[config.mk]
export PLATFORM = sky130hd
export DESIGN_NAME = instr_prefetch_buffer
export DESIGN_NICKNAME = d
export VERILOG_FILES = /design/src/rtl/fetch_pkg.sv /design/src/rtl/instr_fifo.sv /design/src/rtl/instr_prefetch_buffer.sv
export SDC_FILE = /design/constraint.sdc
export NUM_CORES = 1
export LEC_CHECK = 0
export BUFFER_PORTS_ARGS = -buffer_cell sky130_fd_sc_hd__buf_2
export CAP_MARGIN = 20
export CORE_ASPECT_RATIO = 0.8
export CORE_MARGIN = 10
export CORE_UTILIZATION = 47
export CTS_BUF_LIST = sky130_fd_sc_hd__clkbuf_8
export DETAILED_ROUTE_END_ITERATION = 10
export HOLD_SLACK_MARGIN = 0.02
export PLACE_DENSITY = 0.65
export SYNTH_ARGS = -nofsm -noshare
export SYNTH_HDL_FRONTEND = slang
export SYNTH_SLANG_ARGS = --single-unit
[constraint.sdc]
create_clock -name clk -period 6.35 [get_ports clk]
set_clock_uncertainty 0.15 [all_clocks]
set_input_delay 1.27 -clock clk [delete_from_list [all_inputs] [get_ports clk]]
set_output_delay 1.27 -clock clk [all_outputs]
set_load 0.05 [all_outputs]
[src/rtl/fetch_pkg.sv]
// Shared types and helpers for the instruction prefetch stage.
package fetch_pkg;

  localparam int unsigned INSTR_WORD_BYTES = 4;

  typedef struct packed {
    logic [31:0] rdata;
    logic        err;
  } fetch_entry_t;

  function automatic logic is_compressed(input logic [1:0] lsb);
    return lsb != 2'b11;
  endfunction

endpackage

[src/rtl/instr_fifo.sv]
// Circular response buffer with head and head+1 read ports for the aligner.
module instr_fifo
  import fetch_pkg::*;
#(
  parameter int unsigned DEPTH = 4,
  parameter int unsigned CNT_W = $clog2(DEPTH + 1)
) (
  input  logic             clk,
  input  logic             rstn,
  input  logic             i_push,
  input  fetch_entry_t     i_entry,
  input  logic             i_pop,
  input  logic             i_clear,
  output fetch_entry_t     o_head,
  output fetch_entry_t     o_next,
  output logic [CNT_W-1:0] o_count
);

  localparam int unsigned PTR_W = $clog2(DEPTH);

  fetch_entry_t     r_mem [DEPTH];
  logic [PTR_W-1:0] r_rd;
  logic [PTR_W-1:0] r_wr;
  logic [CNT_W-1:0] r_count;

  function automatic logic [PTR_W-1:0] wrap_inc(input logic [PTR_W-1:0] p);
    return (p == PTR_W'(DEPTH - 1)) ? '0 : p + PTR_W'(1);
  endfunction

  // A push into a full buffer is only legal alongside a pop; the slot being
  // written is the one the head pointer is leaving.
  always_ff @(posedge clk or negedge rstn) begin
    if (!rstn) begin
      r_rd    <= '0;
      r_wr    <= '0;
      r_count <= '0;
      for (int unsigned i = 0; i < DEPTH; i++) begin
        r_mem[i] <= '0;
      end
    end else if (i_clear) begin
      r_rd    <= '0;
      r_wr    <= '0;
      r_count <= '0;
    end else begin
      if (i_push) begin
        r_mem[r_wr] <= i_entry;
        r_wr        <= wrap_inc(r_wr);
      end
      if (i_pop) begin
        r_rd <= wrap_inc(r_rd);
      end
      r_count <= r_count + CNT_W'(i_push) - CNT_W'(i_pop);
    end
  end

  assign o_head  = r_mem[r_rd];
  assign o_next  = r_mem[wrap_inc(r_rd)];
  assign o_count = r_count;

endmodule

[src/rtl/instr_prefetch_buffer.sv]
// RV32IC prefetch stage: bounded outstanding bus requests, response FIFO,
// and a halfword aligner presenting one instruction per cycle to decode.
module instr_prefetch_buffer
  import fetch_pkg::*;
#(
  parameter logic [31:0] PC_RESET        = 32'h0,
  parameter int unsigned DEPTH           = 4,
  parameter int unsigned MAX_OUTSTANDING = 2
) (
  input  logic        clk,
  input  logic        rstn,
  output logic        instr_req_o,
  input  logic        instr_gnt_i,
  output logic [31:0] instr_addr_o,
  input  logic        instr_rvalid_i,
  input  logic [31:0] instr_rdata_i,
  input  logic        instr_err_i,
  input  logic        redirect_i,
  input  logic [31:0] redirect_pc_i,
  output logic        instr_valid_o,
  input  logic        instr_ready_i,
  output logic [31:0] instr_o,
  output logic [31:0] instr_pc_o,
  output logic        instr_is_compressed_o,
  output logic        instr_err_o
);

  localparam int unsigned OCC_W = $clog2(DEPTH + 1);
  localparam int unsigned CNT_W = $clog2(DEPTH + 2);

  logic             r_active;
  logic             r_hold;
  logic             r_stale;
  logic [31:0]      r_stale_addr;
  logic [31:0]      r_fetch_addr;
  logic [31:0]      r_pc;
  logic [CNT_W-1:0] r_outst;
  logic [CNT_W-1:0] r_discard;

  logic [OCC_W-1:0] w_occ;
  fetch_entry_t     w_head;
  fetch_entry_t     w_next;
  fetch_entry_t     w_entry;
  logic             w_room;
  logic             w_fire;
  logic             w_push;
  logic             w_pop;
  logic [15:0]      w_half;
  logic             w_comp;
  logic             w_span;
  logic             w_valid;
  logic             w_err;
  logic             w_retire;
  logic [31:0]      w_instr;

  // ---------------------------------------------------------------- requests
  assign w_room = (32'(w_occ) + 32'(r_outst) < DEPTH) &&
                  (32'(r_outst) < MAX_OUTSTANDING);
  assign instr_req_o  = r_active && (r_hold || w_room);
  assign instr_addr_o = r_stale ? r_stale_addr : r_fetch_addr;
  assign w_fire       = instr_req_o && instr_gnt_i;

  // A request caught by a redirect before its grant keeps its old address in
  // r_stale_addr; fetch_addr already points at the new stream meanwhile.
  always_ff @(posedge clk or negedge rstn) begin
    if (!rstn) begin
      r_active     <= 1'b0;
      r_hold       <= 1'b0;
      r_stale      <= 1'b0;
      r_stale_addr <= '0;
      r_fetch_addr <= PC_RESET & ~32'h3;
    end else begin
      r_active <= 1'b1;
      r_hold   <= instr_req_o && !instr_gnt_i;
      if (redirect_i && instr_req_o && !instr_gnt_i) begin
        r_stale      <= 1'b1;
        r_stale_addr <= instr_addr_o;
      end else if (w_fire) begin
        r_stale <= 1'b0;
      end
      if (redirect_i) begin
        r_fetch_addr <= {redirect_pc_i[31:2], 2'b00};
      end else if (w_fire && !r_stale) begin
        r_fetch_addr <= r_fetch_addr + 32'(INSTR_WORD_BYTES);
      end
    end
  end

  // ------------------------------------------------ outstanding and discards
  // On redirect every old-stream response still to come is dropped: those in
  // flight, the one being requested now, minus any arriving this cycle.
  always_ff @(posedge clk or negedge rstn) begin
    if (!rstn) begin
      r_outst   <= '0;
      r_discard <= '0;
    end else begin
      r_outst <= r_outst + CNT_W'(w_fire) - CNT_W'(instr_rvalid_i);
      if (redirect_i) begin
        r_discard <= r_outst + CNT_W'(instr_req_o) - CNT_W'(instr_rvalid_i);
      end else if (instr_rvalid_i && (r_discard != '0)) begin
        r_discard <= r_discard - CNT_W'(1);
      end
    end
  end

  assign w_entry = '{rdata: instr_rdata_i, err: instr_err_i};
  assign w_push  = instr_rvalid_i && !redirect_i && (r_discard == '0);

  instr_fifo #(
    .DEPTH (DEPTH)
  ) u_fifo (
    .clk     (clk),
    .rstn    (rstn),
    .i_push  (w_push),
    .i_entry (w_entry),
    .i_pop   (w_pop),
    .i_clear (redirect_i),
    .o_head  (w_head),
    .o_next  (w_next),
    .o_count (w_occ)
  );

  // ----------------------------------------------------------------- aligner
  // An errored head word is presented as a complete 32-bit instruction so the
  // fault reaches decode without waiting for the following word.
  always_comb begin
    w_half   = r_pc[1] ? w_head.rdata[31:16] : w_head.rdata[15:0];
    w_comp   = !w_head.err && is_compressed(w_half[1:0]);
    w_span   = r_pc[1] && !w_comp && !w_head.err;
    w_valid  = (w_occ != '0) && (!w_span || (w_occ >= OCC_W'(2)));
    w_err    = w_head.err || (w_span && w_next.err);
    w_retire = !w_comp || r_pc[1];
    if (w_comp) begin
      w_instr = {16'h0000, w_half};
    end else if (r_pc[1]) begin
      w_instr = {w_next.rdata[15:0], w_half};
    end else begin
      w_instr = w_head.rdata;
    end
  end

  assign w_pop = w_valid && instr_ready_i && !redirect_i && w_retire;

  always_ff @(posedge clk or negedge rstn) begin
    if (!rstn) begin
      r_pc <= {PC_RESET[31:1], 1'b0};
    end else if (redirect_i) begin
      r_pc <= redirect_pc_i;
    end else if (w_valid && instr_ready_i) begin
      r_pc <= r_pc + (w_comp ? 32'd2 : 32'd4);
    end
  end

  assign instr_valid_o         = w_valid;
  assign instr_o               = w_valid ? w_instr : '0;
  assign instr_pc_o            = r_pc;
  assign instr_is_compressed_o = w_valid && w_comp;
  assign instr_err_o           = w_valid && w_err;

endmodule

### Word-level counts from Yosys, hierarchy flattened

Index checks and enable logic that the tools add are counted.

* register bits: 244
* output and inout bits: 100
* logic and storage cells: 116
* bits of input ports: 71

* reduce and logical (&&, ||, !) cells: 41
* add/subtract/negate cells: 12
* $lt $le $gt $ge: 7
* mux-type cells: 30
* bitwise operators: 4
* eq/ne operators: 3

Operators with widths (number)
* $mux W32: 8
* $bmux W33 S2: 2
* $bwmux W132: 1
* $mux W33: 3
* $demux W33 S2: 1
* $mux W17: 2
* $add A32 B3 Y32: 1
* $add A32 B3 Y32 const B: 1
* $logic_and A1 B1 Y1: 21
* $mux W16: 1
* $mux W2: 6
* $mux W3: 4
* $reduce_bool A2 Y1: 6
* $add A3 B1 Y3: 3
* $ge A3 B3 Y1 const B: 3
* $not A2 Y3: 3
* $sub A3 B1 Y3: 3
* $logic_not A1 Y1: 6
* $reduce_bool A3 Y1: 2
* $add A2 B1 Y2 const B: 2
* $add A3 B3 Y4: 1
* $eq A2 B2 Y1 const B: 2
* $logic_or A1 B1 Y1: 4
* $lt A4 B3 Y1 const B: 1
* 9 further kinds: 10

### Longest topological paths before layout

* depth in word-level cells: 18
* depth in mapped cells: 15
* gate-level depth less buffers: 14

### Modules after synthesis

From an unflattened synthesis, not the netlist that was laid out.

* cells, all modules: 1039
* area total of the unflattened synthesis: 13734.4 um^2

Modules (own cells, without submodules)
* instr_fifo: area an instance 7408.4 um^2, cells an instance 397, times used 1
* instr_prefetch_buffer: area an instance 6326.1 um^2, cells an instance 642, times used 1

### Least setup slack after synthesis

No wires, ideal clock.

* path kind: flip-flop to output port
* from: register r_pc[1] (netlist: instr_pc_o[1])
* to: output instr_o[21]
* buffers on the path: 2
* path slack: 1.216 ns
* arrival: 3.714 ns
* cell stages (with the launch flop): 12
* required time: 4.930 ns
* cell sequence: dfrtp_1 -> clkbuf_1 -> clkinv_1 -> and3_1 -> a311o_1 -> ha_1 -> nand2_1 -> o21ai_1 -> inv_1 -> nand2_1 -> buf_2 -> a21oi_1

* cells in the longest elaborated chain, start to end: 10
* elaborated cells on any way between the ends: 12
* those cells by class: eq/ne (1); mux (4); reduce/logical (7)

RTL lines
* start: declaration: line instr_prefetch_buffer.sv:36 `logic [31:0] r_pc;`
* start signal: assignment: line instr_prefetch_buffer.sv:146 `r_pc <= {PC_RESET[31:1], 1'b0};`
* start signal: assignment: line instr_prefetch_buffer.sv:148 `r_pc <= redirect_pc_i;`
* start signal: assignment: line instr_prefetch_buffer.sv:150 `r_pc <= r_pc + (w_comp ? 32'd2 : 32'd4);`
* $mux W16: line instr_prefetch_buffer.sv:127 `w_half = r_pc[1] ? w_head.rdata[31:16] : w_head.rdata[15:0];`
* $ne A2 B2 Y1: line fetch_pkg.sv:12 `return lsb != 2'b11;`
* $logic_and A1 B1 Y1: line instr_prefetch_buffer.sv:128 `w_comp = !w_head.err && is_compressed(w_half[1:0]);`
* $logic_not A1 Y1: line instr_prefetch_buffer.sv:129 `w_span = r_pc[1] && !w_comp && !w_head.err;`
* $logic_and A1 B1 Y1 (*) (2 in a row): line instr_prefetch_buffer.sv:129
* $logic_not A1 Y1 (*): line instr_prefetch_buffer.sv:130 `w_valid = (w_occ != '0) && (!w_span || (w_occ >= OCC_W'(2)));`
* $logic_or A1 B1 Y1 (*): line instr_prefetch_buffer.sv:130
* $logic_and A1 B1 Y1 (*): line instr_prefetch_buffer.sv:130
* via instr_valid_o: line instr_prefetch_buffer.sv:20 `output logic instr_valid_o,`
* $mux W32 (*): line instr_prefetch_buffer.sv:155 `assign instr_o = w_valid ? w_instr : '0;`
* end: declaration: line instr_prefetch_buffer.sv:22 `output logic [31:0] instr_o,`

The timed path passes the listed nets; every way through them passes the cells marked *.

### Worst setup path after layout

* from: register u_fifo.r_rd[0]
* to: output instr_o[25]

* cells in the longest elaborated chain, start to end: 14
* elaborated cells on any way between the ends: 24
* those cells by class: add/sub (1); eq/ne (2); mux (11); bitwise (2); reduce/logical (8)

RTL lines
* start: declaration: line instr_fifo.sv:22 `logic [PTR_W-1:0] r_rd;`
* start signal: assignment: line instr_fifo.sv:50 `r_rd <= wrap_inc(r_rd);`
* $not A2 Y3 (not written as such): line instr_fifo.sv:56 `assign o_head = r_mem[r_rd];`
* $bmux W33 S2: line instr_fifo.sv:56
* $mux W33 (not written as such) (2 in a row): line instr_fifo.sv:56
* $mux W16: line instr_prefetch_buffer.sv:127
* $ne A2 B2 Y1: line fetch_pkg.sv:12
* $logic_and A1 B1 Y1: line instr_prefetch_buffer.sv:128
* $logic_not A1 Y1: line instr_prefetch_buffer.sv:129
* $logic_and A1 B1 Y1 (2 in a row): line instr_prefetch_buffer.sv:129
* $logic_not A1 Y1: line instr_prefetch_buffer.sv:130
* $logic_or A1 B1 Y1: line instr_prefetch_buffer.sv:130
* $logic_and A1 B1 Y1: line instr_prefetch_buffer.sv:130
* $mux W32 (*): line instr_prefetch_buffer.sv:155

Mark *: on every way between the ends. The rest lies on a longest branch, timed or not. The select of a mux whose other input is x is not followed.

==> flow_summary_export.csv <==
group,metric,value,unit
route,dr_drc_count,0,
critical_path,cp_common_cell,"sky130_fd_sc_hd__nand2_1",
finish,final_nets,1312,
global_routing,grt_overflow,0,
logic_synthesis,post-synth-top-area-cell,"sky130_fd_sc_hd__dfrtp_1",
clocking,clock_sink_count,242,
placement,finalWeightedCongestion,0.804,
critical_path,ordered_list_of_cells_on_the_worst_path,"mux4_2 > and3_1 > a311o_1 > buf_4 > ha_1 > nand2_1 > o21ai_2 > inv_1 > nand2_1 > a21oi_1 > buf_2",
hold_path,timing.hold.worst.class,"flip-flop to flip-flop",
critical_path,endpoint,"instr_o[25]",
clocking,cts_inserted_buffers,42,
finish,area.sequential,0.00606,mm2
critical_path,crit_path_max_fanout,20,
logic_synthesis,synth-edff-count,0,
die,core_area,0.0271,mm2
clocking,clock_tree_from_tritoncts,"done",
critical_path,crit_arrival,4470,ps
timing,finalCritPeriodShare,0.927,
power,power.density,416,mW/mm2
die,die-area,0.0344,mm2
die,io-pin-count,171,
logic_synthesis,post_synth_main_area_contributors,"sky130_fd_sc_hd__dfrtp_1 47%, sky130_fd_sc_hd__mux2_2 18%, sky130_fd_sc_hd__mux4_2 8.8%, sky130_fd_sc_hd__nand2_1 3.1%, sky130_fd_sc_hd__xnor2_1 2.4%",
status,status,"completed",
route,routedWlPerCell,20.7,um
logic_synthesis,post-synth-top-count-cell,"sky130_fd_sc_hd__dfrtp_1",
route,detailed_routing_iterations_pass_1,4,
logic_synthesis,synth-seq-cells,242,
global_routing,antenna_found_initial,2,
critical_path,crit_path_start_kind,"flip-flop",
logic_synthesis,synth_top_cells_by_count,"242 x sky130_fd_sc_hd__dfrtp_1, 207 x sky130_fd_sc_hd__mux2_2, 105 x sky130_fd_sc_hd__nand2_1",
timing,setup-tns-final,0,ps
critical_path,max_stage_delay,580,ps
logic_synthesis,post_synth_num_cell_types,57,
global_routing,first_global_vias,9272,
critical_path,critical_path.slowest_cell,"sky130_fd_sc_hd__mux4_2",
finish,final.fill_count,2341,
power,static-leakage-power,6.84,nW
route,drt.antenna.violating_nets,0,
timing,finalHoldWorstSlack,331,ps
logic_synthesis,synthesis.nets,1146,
timing,unrepaired_setup_endpoints_after_global_routing,"false",
global_routing,grt_max_degree,138,
die,row_count,54,
critical_path,reg2reg_setup_slack,2300,ps
logic_synthesis,post_synth_inst_count,1049,
critical_path,crit_path_start,"u_fifo.r_rd[0]$_DFFE_PN0P_",
logic_synthesis,yosys_most_used_dff,"sky130_fd_sc_hd__dfrtp_1",
placement,io_buffers,170,
logic_synthesis,summed_instance_area_of_the_synthesized_netlist,0.0129,mm2
logic_synthesis,mean_post_synth_cell_area,12.3,um2
critical_path,worstReg2RegStart,"u_fifo.r_rd[0]$_DFFE_PN0P_",
timing,final_hold_viols,0,
critical_path,required,4930,ps
logic_synthesis,synth_seq_area_share,0.471,
clocking,post-cts-setup-buffer-count,0,
finish,area_delta_synth_final,15.7,%
power,max-vdd-ir-drop,269,uV
timing,setup_violations,0,
critical_path,timing.critical_path.max_delay_family,"compound AO/OA/AOI/OAI gates",
placement,place.detailed.hpwl,22.8,mm
critical_path,critical_path_buf_inv_count,3,
timing,finalWorstSetupSlack,461,ps
clocking,clock_path_buffers,3,
logic_synthesis,ys_warn_count,0,
critical_path,worstReg2RegEnd,"u_fifo.o_count[2]$_DFF_PN0_",
clocking,worst_setup_hold_path_clk_slew,60,ps
logic_synthesis,ys_async_sr_fraction,1.00,
timing,min_period,5890,ps
critical_path,critical_path.endpoint_type,"output pin",
route,initialDrtViolationCount,570,
die,chipHeight,168,um
finish,layout-drive-gt1-share,0.415,
clocking,h-tree-depth,2,
critical_path,worstSetupPathType,"flip-flop to output pin",
route,drt-vias-per-instance,5.63,
critical_path,timing.reg2reg.worst_path_depth,15,
finish,multi_input_comb_area,0.00643,mm2
critical_path,worstSetupPathDepth,11,
route,wirelength,33.3,mm
clocking,cts_root_buffer,"sky130_fd_sc_hd__clkbuf_8",
global_routing,grt_pass1_wl,52.4,mm
flow_run,drv.max_cap_violation_count,0,
timing,achievable-frequency,170,MHz
placement,dpl_worst_slack,998,ps
route,vias,9062,
clocking,cts.hold.buffers_added,0,
logic_synthesis,yosys.area.top_type_share,0.471,
clocking,cts-resized-gates,0,
die,initial_core_utilization,0.475,
clocking,worstSkewPairLatency,550,ps
global_routing,gr-usage-all-layers,0.191,
die,fp.dieW,205,um
timing,worstMarginPinSlew,1010,ps
timing,final-max-slew-violation-count,0,
timing,max-slew-margin-rel,0.326,
-- layout by cell type, fill, tap and decap left out, drive strengths merged, types with 10 or more instances in the layout --
master and count:
dfrtp 242, mux2 207, buf 186, nand2 105, mux4 50, clkbuf 50, inv 50, a21oi 44
xnor2 35, nor4 30, nor2 25, ha 22, nand3 22, nor3 21, nand4 16, xor2 14
a21boi 13, mux2i 10, o21ai 10
-- routing by layer --
metal  share of wire  GRT usage
met1            0.46      0.269
met2            0.46      0.283
met3           0.067     0.0505
met4           0.016     0.0530
met5               0          0
-- metrics by stage --
step / util / instance area [um2] / total power [mW] / instances
floorplan: - / 12900 / 4.16 / 1049
global placement: 0.519 / 14100 / 4.78 / 1535
detailed placement: 0.519 / 14100 / 4.83 / 1535
CTS: 0.549 / 14900 / 6.24 / 1608
global route: 0.549 / 14900 / 6.55 / 1609
finish: 0.549 / 14900 / 6.18 / 1611
-- kinds of logic after synthesis --
group,Yosys count,synth area share
and+or+nand+nor,270,0.113
DFF,242,0.471
muxes,267,0.277
xor gates and xnor gates,49,0.0334
AOI/OAI and AO/OA,97,0.0479
buffers and inverters,97,0.0298
adders and majority gates,26,0.0276
other,1,0.000292
-- how the worst min path moves through the flow --
stage / end / depth (start not counted) / startpoint / slack [ps]
after detailed placement: r_stale_addr[0]$_DFFE_PN0P_ / 1 / r_stale_addr[0]$_DFFE_PN0P_ / 320
after global placement: r_stale_addr[0]$_DFFE_PN0P_ / 1 / r_stale_addr[0]$_DFFE_PN0P_ / 310
after floorplan: r_stale_addr[0]$_DFFE_PN0P_ / 1 / r_stale_addr[0]$_DFFE_PN0P_ / 300
after CTS: r_stale_addr[0]$_DFFE_PN0P_ / 1 / r_stale_addr[0]$_DFFE_PN0P_ / 330
after global routing: r_stale_addr[0]$_DFFE_PN0P_ / 1 / r_stale_addr[0]$_DFFE_PN0P_ / 340
final: r_stale_addr[0]$_DFFE_PN0P_ / 1 / r_stale_addr[0]$_DFFE_PN0P_ / 330
-- layout make-up --
| type | instances | share of cell area |
|---|---|---|
| multi-input cells | 710 | 0.432 |
| flip-flops and latches | 242 | 0.407 |
| repair buffers | 186 | 0.0668 |
| clock buffers | 50 | 0.0463 |
| well taps | 364 | 0.0306 |
| inverters | 33 | 0.00833 |
| clock inverters | 23 | 0.00808 |
| diodes | 3 | 0.000505 |
-- worst register-to-register path, delay by kind of cell, from the launching register on --
kind	cells	cell delay (ps)
muxes	1	580
buffers and inverters	3	270
DFF	1	540
xor gates and xnor gates	1	140
adders and majority gates	4	1000
and+or+nand+nor	4	700
AOI/OAI and AO/OA	2	540
-- registers in the layout, indices dropped and copies added, names as in the netlist --
signal / flops
r_stale_addr: 32
u_fifo.r_rd: 2
u_fifo.o_count: 3
r_fetch_addr: 30
u_fifo.r_wr: 2
r_active: 1
r_stale: 1
r_outst: 3
instr_pc_o: 32
r_hold: 1
r_discard: 3
u_fifo.r_mem: 132
-- where the power goes --
part           leakage (nW)  internal, mW  switching (mW)
registers              3.10          1.94           0.272
clock network         0.481         0.750           0.631
logic                  3.26          1.00            1.59
total                  6.84          3.69            2.49
(Power assumes the default switching activity.)
